### config.mk
export PLATFORM = sky130hd
export DESIGN_NAME = bip_datapath_mul
export DESIGN_NICKNAME = d
export VERILOG_FILES = /design/src/rtl/bip_datapath_mul.sv
export SDC_FILE = /design/constraint.sdc
export NUM_CORES = 1
export LEC_CHECK = 0
export ABC_AREA = 1
export BUFFER_PORTS_ARGS = -buffer_cell sky130_fd_sc_hd__buf_4
export CORE_MARGIN = 2
export CORE_UTILIZATION = 33
export DETAILED_ROUTE_END_ITERATION = 7
export HOLD_SLACK_MARGIN = 0.02
export PLACE_DENSITY = 0.51
export RECOVER_POWER = 25
export SLEW_MARGIN = 20
export SYNTH_ARGS = -nofsm -noshare
export SYNTH_HDL_FRONTEND = slang
export SYNTH_SLANG_ARGS = --single-unit
export TNS_END_PERCENT = 5
### constraint.sdc
create_clock -name clock_in -period 3.9 [get_ports clock_in]
set_input_delay 0.39 -clock clock_in [delete_from_list [all_inputs] [get_ports clock_in]]
set_output_delay 0.39 -clock clock_in [all_outputs]
set_load 0.03 [all_outputs]
### src/rtl/bip_datapath_mul.sv
// Accumulator datapath for the BIP-style core: 8-op ALU, Z/N/C/V status
// register and an iterative unsigned shift-add multiplier with a
// start/busy/done handshake returning a double-width product in ACC/MUL_HI.
module bip_datapath_mul #(
   parameter int OPERAND_WIDTH = 11,
   parameter int DATA_WIDTH    = 16
) (
   input  logic                     clock_in,
   input  logic                     reset_in,
   input  logic [OPERAND_WIDTH-1:0] operand_in,
   input  logic [DATA_WIDTH-1:0]    data_memory_in,
   input  logic [2:0]               alu_op_in,
   input  logic [1:0]               sel_A_in,
   input  logic                     sel_B_in,
   input  logic                     acc_wr_in,
   input  logic                     status_wr_in,
   input  logic                     mul_start_in,
   output logic [DATA_WIDTH-1:0]    data_out,
   output logic [DATA_WIDTH-1:0]    ext_out,
   output logic [OPERAND_WIDTH-1:0] data_memory_address_out,
   output logic [DATA_WIDTH-1:0]    mul_hi_out,
   output logic                     status_Z_out,
   output logic                     status_N_out,
   output logic                     status_C_out,
   output logic                     status_V_out,
   output logic                     busy_out,
   output logic                     done_out
);

   localparam int SHW = $clog2(DATA_WIDTH);
   localparam int W   = DATA_WIDTH;

   localparam logic [1:0] ST_IDLE = 2'd0;
   localparam logic [1:0] ST_RUN  = 2'd1;
   localparam logic [1:0] ST_DONE = 2'd2;

   logic [1:0]     state_q, state_d;
   logic [W-1:0]   acc_q, hi_q;
   logic           z_q, n_q, c_q, v_q;
   logic [2*W-1:0] mcand_q;
   logic [W-1:0]   mplier_q;
   logic [2*W-1:0] prod_q;
   logic [SHW-1:0] cnt_q;

   logic [W-1:0]   alu_b;
   logic [SHW-1:0] shamt;
   logic [W:0]     sum, diff;
   logic [W-1:0]   alu_r;
   logic           alu_c, alu_v;
   logic [W-1:0]   acc_src;
   logic [2*W-1:0] step_prod;
   logic           last_step;

   assign ext_out                 = W'($signed(operand_in));
   assign data_memory_address_out = operand_in;
   assign data_out                = acc_q;
   assign mul_hi_out              = hi_q;
   assign status_Z_out            = z_q;
   assign status_N_out            = n_q;
   assign status_C_out            = c_q;
   assign status_V_out            = v_q;
   assign busy_out                = (state_q == ST_RUN);
   assign done_out                = (state_q == ST_DONE);

   // ALU: operand B selection, result and carry/overflow
   always_comb begin
      alu_b = sel_B_in ? ext_out : data_memory_in;
      shamt = alu_b[SHW-1:0];
      sum   = {1'b0, acc_q} + {1'b0, alu_b};
      diff  = {1'b0, acc_q} - {1'b0, alu_b};
      alu_r = '0;
      alu_c = 1'b0;
      alu_v = 1'b0;
      case (alu_op_in)
         3'b000: begin
            alu_r = sum[W-1:0];
            alu_c = sum[W];
            alu_v = (acc_q[W-1] == alu_b[W-1]) && (alu_r[W-1] != acc_q[W-1]);
         end
         3'b001: begin
            // the extra bit of the widened difference is the unsigned borrow
            alu_r = diff[W-1:0];
            alu_c = diff[W];
            alu_v = (acc_q[W-1] != alu_b[W-1]) && (alu_r[W-1] != acc_q[W-1]);
         end
         3'b010:  alu_r = acc_q & alu_b;
         3'b011:  alu_r = acc_q | alu_b;
         3'b100:  alu_r = acc_q ^ alu_b;
         3'b101:  alu_r = ~acc_q;
         3'b110:  alu_r = acc_q << shamt;
         default: alu_r = acc_q >> shamt;
      endcase
   end

   // ACC write source mux
   always_comb begin
      case (sel_A_in)
         2'b00:   acc_src = data_memory_in;
         2'b01:   acc_src = ext_out;
         2'b10:   acc_src = alu_r;
         default: acc_src = hi_q;
      endcase
   end

   // one shift-add step: add the shifted multiplicand when the current multiplier bit is set
   always_comb begin
      step_prod = prod_q + (mplier_q[0] ? mcand_q : '0);
      last_step = (cnt_q == SHW'(W - 1));
   end

   // multiplier control FSM next state
   always_comb begin
      state_d = state_q;
      case (state_q)
         ST_IDLE, ST_DONE: state_d = mul_start_in ? ST_RUN : ST_IDLE;
         ST_RUN:           state_d = last_step ? ST_DONE : ST_RUN;
         default:          state_d = ST_IDLE;
      endcase
   end

   // architectural registers and multiplier datapath
   always_ff @(posedge clock_in) begin
      if (reset_in) begin
         state_q  <= ST_IDLE;
         acc_q    <= '0;
         hi_q     <= '0;
         z_q      <= 1'b0;
         n_q      <= 1'b0;
         c_q      <= 1'b0;
         v_q      <= 1'b0;
         mcand_q  <= '0;
         mplier_q <= '0;
         prod_q   <= '0;
         cnt_q    <= '0;
      end else begin
         state_q <= state_d;
         case (state_q)
            ST_RUN: begin
               prod_q   <= step_prod;
               mcand_q  <= mcand_q << 1;
               mplier_q <= mplier_q >> 1;
               cnt_q    <= cnt_q + 1'b1;
               if (last_step) begin
                  acc_q <= step_prod[W-1:0];
                  hi_q  <= step_prod[2*W-1:W];
                  z_q   <= (step_prod == '0);
                  n_q   <= step_prod[2*W-1];
                  c_q   <= (step_prod[2*W-1:W] != '0);
                  v_q   <= (step_prod[2*W-1:W] != '0);
               end
            end
            ST_IDLE, ST_DONE: begin
               if (mul_start_in) begin
                  mcand_q  <= {{W{1'b0}}, acc_q};
                  mplier_q <= alu_b;
                  prod_q   <= '0;
                  cnt_q    <= '0;
               end else begin
                  if (acc_wr_in) acc_q <= acc_src;
                  if (status_wr_in) begin
                     z_q <= (alu_r == '0);
                     n_q <= alu_r[W-1];
                     c_q <= alu_c;
                     v_q <= alu_v;
                  end
               end
            end
            default: ;
         endcase
      end
   end

endmodule

==> out/metrics.csv <==
stage,metric,value,unit
placed_design,place_area,0.0132,sq mm
clock_network,htreeDepth,4,
clock_network,numCtsBuffers,17,
worst_setup_path,crit_path_max_incr_delay,0.64,ns
worst_setup_path,crit_path_end_kind,flip-flop,
placed_design,dp_hpwl,43.5,mm
global_route,top_usage_layer,met2,
logic_synthesis,synth_top_area_frac,0.203,
pwr,power_density,309,mW/mm^2
die,pin_count,103,
clock_network,root_buffer,clkbuf_16,
timing,fin_tns_setup,0,ns
timing,hold_viol_final,0,
die,die_h,195,um
timing,rsz0062_at_grt,false,
placed_design,dp_slack,0.143,ns
global_route,met2_usage,0.408,
run_status,status,"complete, no violations",
logic_synthesis,ys_async_sr_fraction,0,
worst_setup_path,crit_type,reg2reg,
worst_setup_path,critical_path_arrival,3.99,ns
timing,drv_slew,0,
routing,drtIter0Drc,1367,
timing,fmax,273,MHz
finish,drive_gt1_frac,0.0905,
logic_synthesis,syn_area,0.0120,sq mm
routing,detail_route.first_pass.iterations,8,
die,fp.dieW,195,um
clock_network,postCtsResizedCells,0,
placed_design,gp_congestion,1.07,
routing,drcViolationCount,0,
logic_synthesis,synth_ff_type,dfxtp_1,
logic_synthesis,ys_seq_elements,122,
finish,nets,2223,
routing,vias_per_cell,5.44,
logic_synthesis,avgSynthCellArea,5.96,sq um
die,start_util,0.337,
worst_setup_path,crit_buf_inv,2,
clock_network,clock_path_buffers,2,
routing,wl_per_cell,20.9,um
logic_synthesis,synth_top_cell_by_area,dfxtp_1,
job,maxCapViolCount,0,
routing,routed_wl,53.5,mm
worst_setup_path,required,4.22,ns
placed_design,port_buffers,102,
global_route,grt_pass1_wl,79.1,mm
logic_synthesis,syn_nets,2151,
clock_network,cts-hold-fix-buffers,0,
global_route,grt_max_degree,55,
worst_hold_path,min_to,data_out[14],
worst_setup_path,reg2reg_from,data_out[11],
logic_synthesis,synth.most_common_cell,nand2_1,
die,core,0.0357,sq mm
timing,post-route-period-util,0.940,
placed_design,post-place-cells,2529,
logic_synthesis,synthCells,2015,
clock_network,post_cts_buffers,0,
worst_setup_path,cp_max_fo,8,
die,dieArea,0.0379,sq mm
logic_synthesis,synth_warnings,0,
pwr,p_leak,6.60,nW
timing,fin_ws,0.233,ns
global_route,met3_usage,0.0552,
timing,min_period,3.67,ns
pwr,ir_worst_vdd,0.329,mV
global_route,overflow,0,
clock_network,clk_pin_slew_worst_paths,0.07,ns
logic_synthesis,synth_common_cells,"nand2_1, inv_1, nand3_1, nor2_1, a21oi_1",
finish,fin_area,0.0136,sq mm
worst_hold_path,holdCritStartpoint,data_memory_in[14],
global_route,grt_use_total,0.276,
worst_setup_path,r2r_setup_slack,0.23,ns
clock_network,cts_tree,built,
finish,area_delta_synth_final,13.0,%
worst_hold_path,holdCritPathClass,in2reg,
worst_setup_path,crit_family,simple AND/OR/NAND/NOR gates,
finish,fin_util,0.381,
clock_network,clock_sinks,122,
logic_synthesis,ys_top_cells_by_area,"dfxtp_1, nand2_1, nand3_1",
finish,instances_no_fill,2561,
worst_setup_path,cp_cell_sequence,"inv_1, ha_1, buf_4, nand2_1, nor3_1, nand3_1, nand2_1, nand2_1, nand3_1, nand4_1, nand2_1, nand3_1, o211ai_1, a21oi_1",
logic_synthesis,synth_edf_count,0,
routing,postRouteAntennaNets,0,
timing,worst_slew_pin_slew,0.973,ns
logic_synthesis,ys_types,46,
worst_hold_path,hold_depth,5,
global_route,antenna_found_initial,1,
worst_setup_path,slowest_stage,dfxtp_1,
global_route,grt_use_met1,0.400,
worst_setup_path,r2r_cells,14,
global_route,grt_pass1_vias,12700,
timing,setup_viol,0,
logic_synthesis,seq_area_frac_synth,0.203,
worst_setup_path,worstReg2RegEnd,data_out[15],
worst_setup_path,critPathMostFrequentCell,nand2_1,
routing,vias,13900,
worst_setup_path,crit_path_start_kind,flip-flop,
clock_network,clk_latency,0.44,ns
die,row_count,69,
timing,max-slew-margin-rel,0.348,
timing,clock_skew,0.0159,ns
==> worst max-delay path by stage <==
stage / start / end / slack [ns] / cells past startpoint
5_1_grt: data_out[11] / status_Z_out / 0.05 / 15
2_1_floorplan: sel_B_in / data_out[14] / 1.07 / 19
6_report: data_out[11] / data_out[15] / 0.23 / 14
4_1_cts: data_out[11] / status_Z_out / 0.44 / 15
3_5_place_dp: sel_B_in / data_out[9] / 0.14 / 18
3_3_place_gp: sel_B_in / data_out[15] / 0.08 / 15
==> per-stage QoR <==
stage	hold WS, ns	power, mW
2_1_floorplan	0.441	2.19
3_3_place_gp	0.453	2.68
3_5_place_dp	0.461	2.66
4_1_cts	0.347	4.19
5_1_grt	0.399	4.37
6_report	0.363	4.19
==> placed cells by master (no fill, tap or decap), types with 2 or more instances in the layout <==
| cell | instances |
|---|---|
| o21ai_0 | 138 |
| or2_2 | 17 |
| a21oi_1 | 149 |
| a31oi_1 | 13 |
| xnor2_1 | 8 |
| nand3b_1 | 2 |
| nor4_1 | 4 |
| a21o_1 | 2 |
| clkbuf_16 | 17 |
| a22oi_1 | 2 |
| ha_1 | 95 |
| nand3_2 | 9 |
| a21boi_0 | 5 |
| nand2_2 | 7 |
| xor2_1 | 9 |
| nand3_1 | 251 |
| clkinvlp_4 | 5 |
| nand2_1 | 490 |
| o32ai_1 | 10 |
| o21bai_1 | 11 |
| nor3_1 | 15 |
| buf_4 | 107 |
| nand4_1 | 14 |
| nor2_4 | 2 |
| o22ai_1 | 34 |
| nor2_2 | 3 |
| nor2_1 | 170 |
| clkbuf_1 | 47 |
| fa_1 | 3 |
| nand2_8 | 3 |
| dfxtp_1 | 122 |
| inv_1 | 281 |
| clkinv_4 | 5 |
| o21ai_1 | 7 |
| inv_2 | 7 |
| o211ai_1 | 23 |
==> layout make-up <==
type | count | area (sq um)
diodes | 1 | 2.50
clock buffers | 19 | 443
clock inverters | 12 | 120
fillers | 3984 | 22100
inverters | 289 | 1090
multi-input cells | 1504 | 7920
flip-flops and latches | 122 | 2440
well taps | 461 | 577
repair buffers | 153 | 976
==> logic make-up after synthesis <==
group | after synthesis | share of synthesized area
flops | 122 | 0.203
buf+inv | 389 | 0.137
fa+ha+maj | 98 | 0.104
simple gates | 989 | 0.358
xor+xnor | 17 | 0.0124
compound gates | 400 | 0.186
==> flip-flops by register name (all words and copies together), names as in the netlist <==
signal / count
mcand_q: 32
prod_q: 32
data_out: 16
mplier_q: 16
mul_hi_out: 16
cnt_q: 4
state_q: 2
status_C_out: 1
status_N_out: 1
status_V_out: 1
status_Z_out: 1
==> tightest hold or removal path, stage by stage <==
cell and delay [ns]:
buf_4 0.09, a21boi_0 0.07, o21ai_1 0.07, a21oi_1 0.07, nor2_1 0.08
==> where the power goes <==
| part | internal (mW) | switching (mW) |
|---|---|---|
| Sequential | 1.30 | 0.0549 |
| Clock | 0.894 | 0.641 |
| Combinational | 0.377 | 0.926 |
==> routing by layer <==
metal | share of wire | wire length [um]
met5 | 0 | 0
met4 | 0.028 | 1490
met3 | 0.083 | 4420
met2 | 0.42 | 22500
met1 | 0.47 | 25200
No activity file was read; power rests on OpenSTA's default activity.
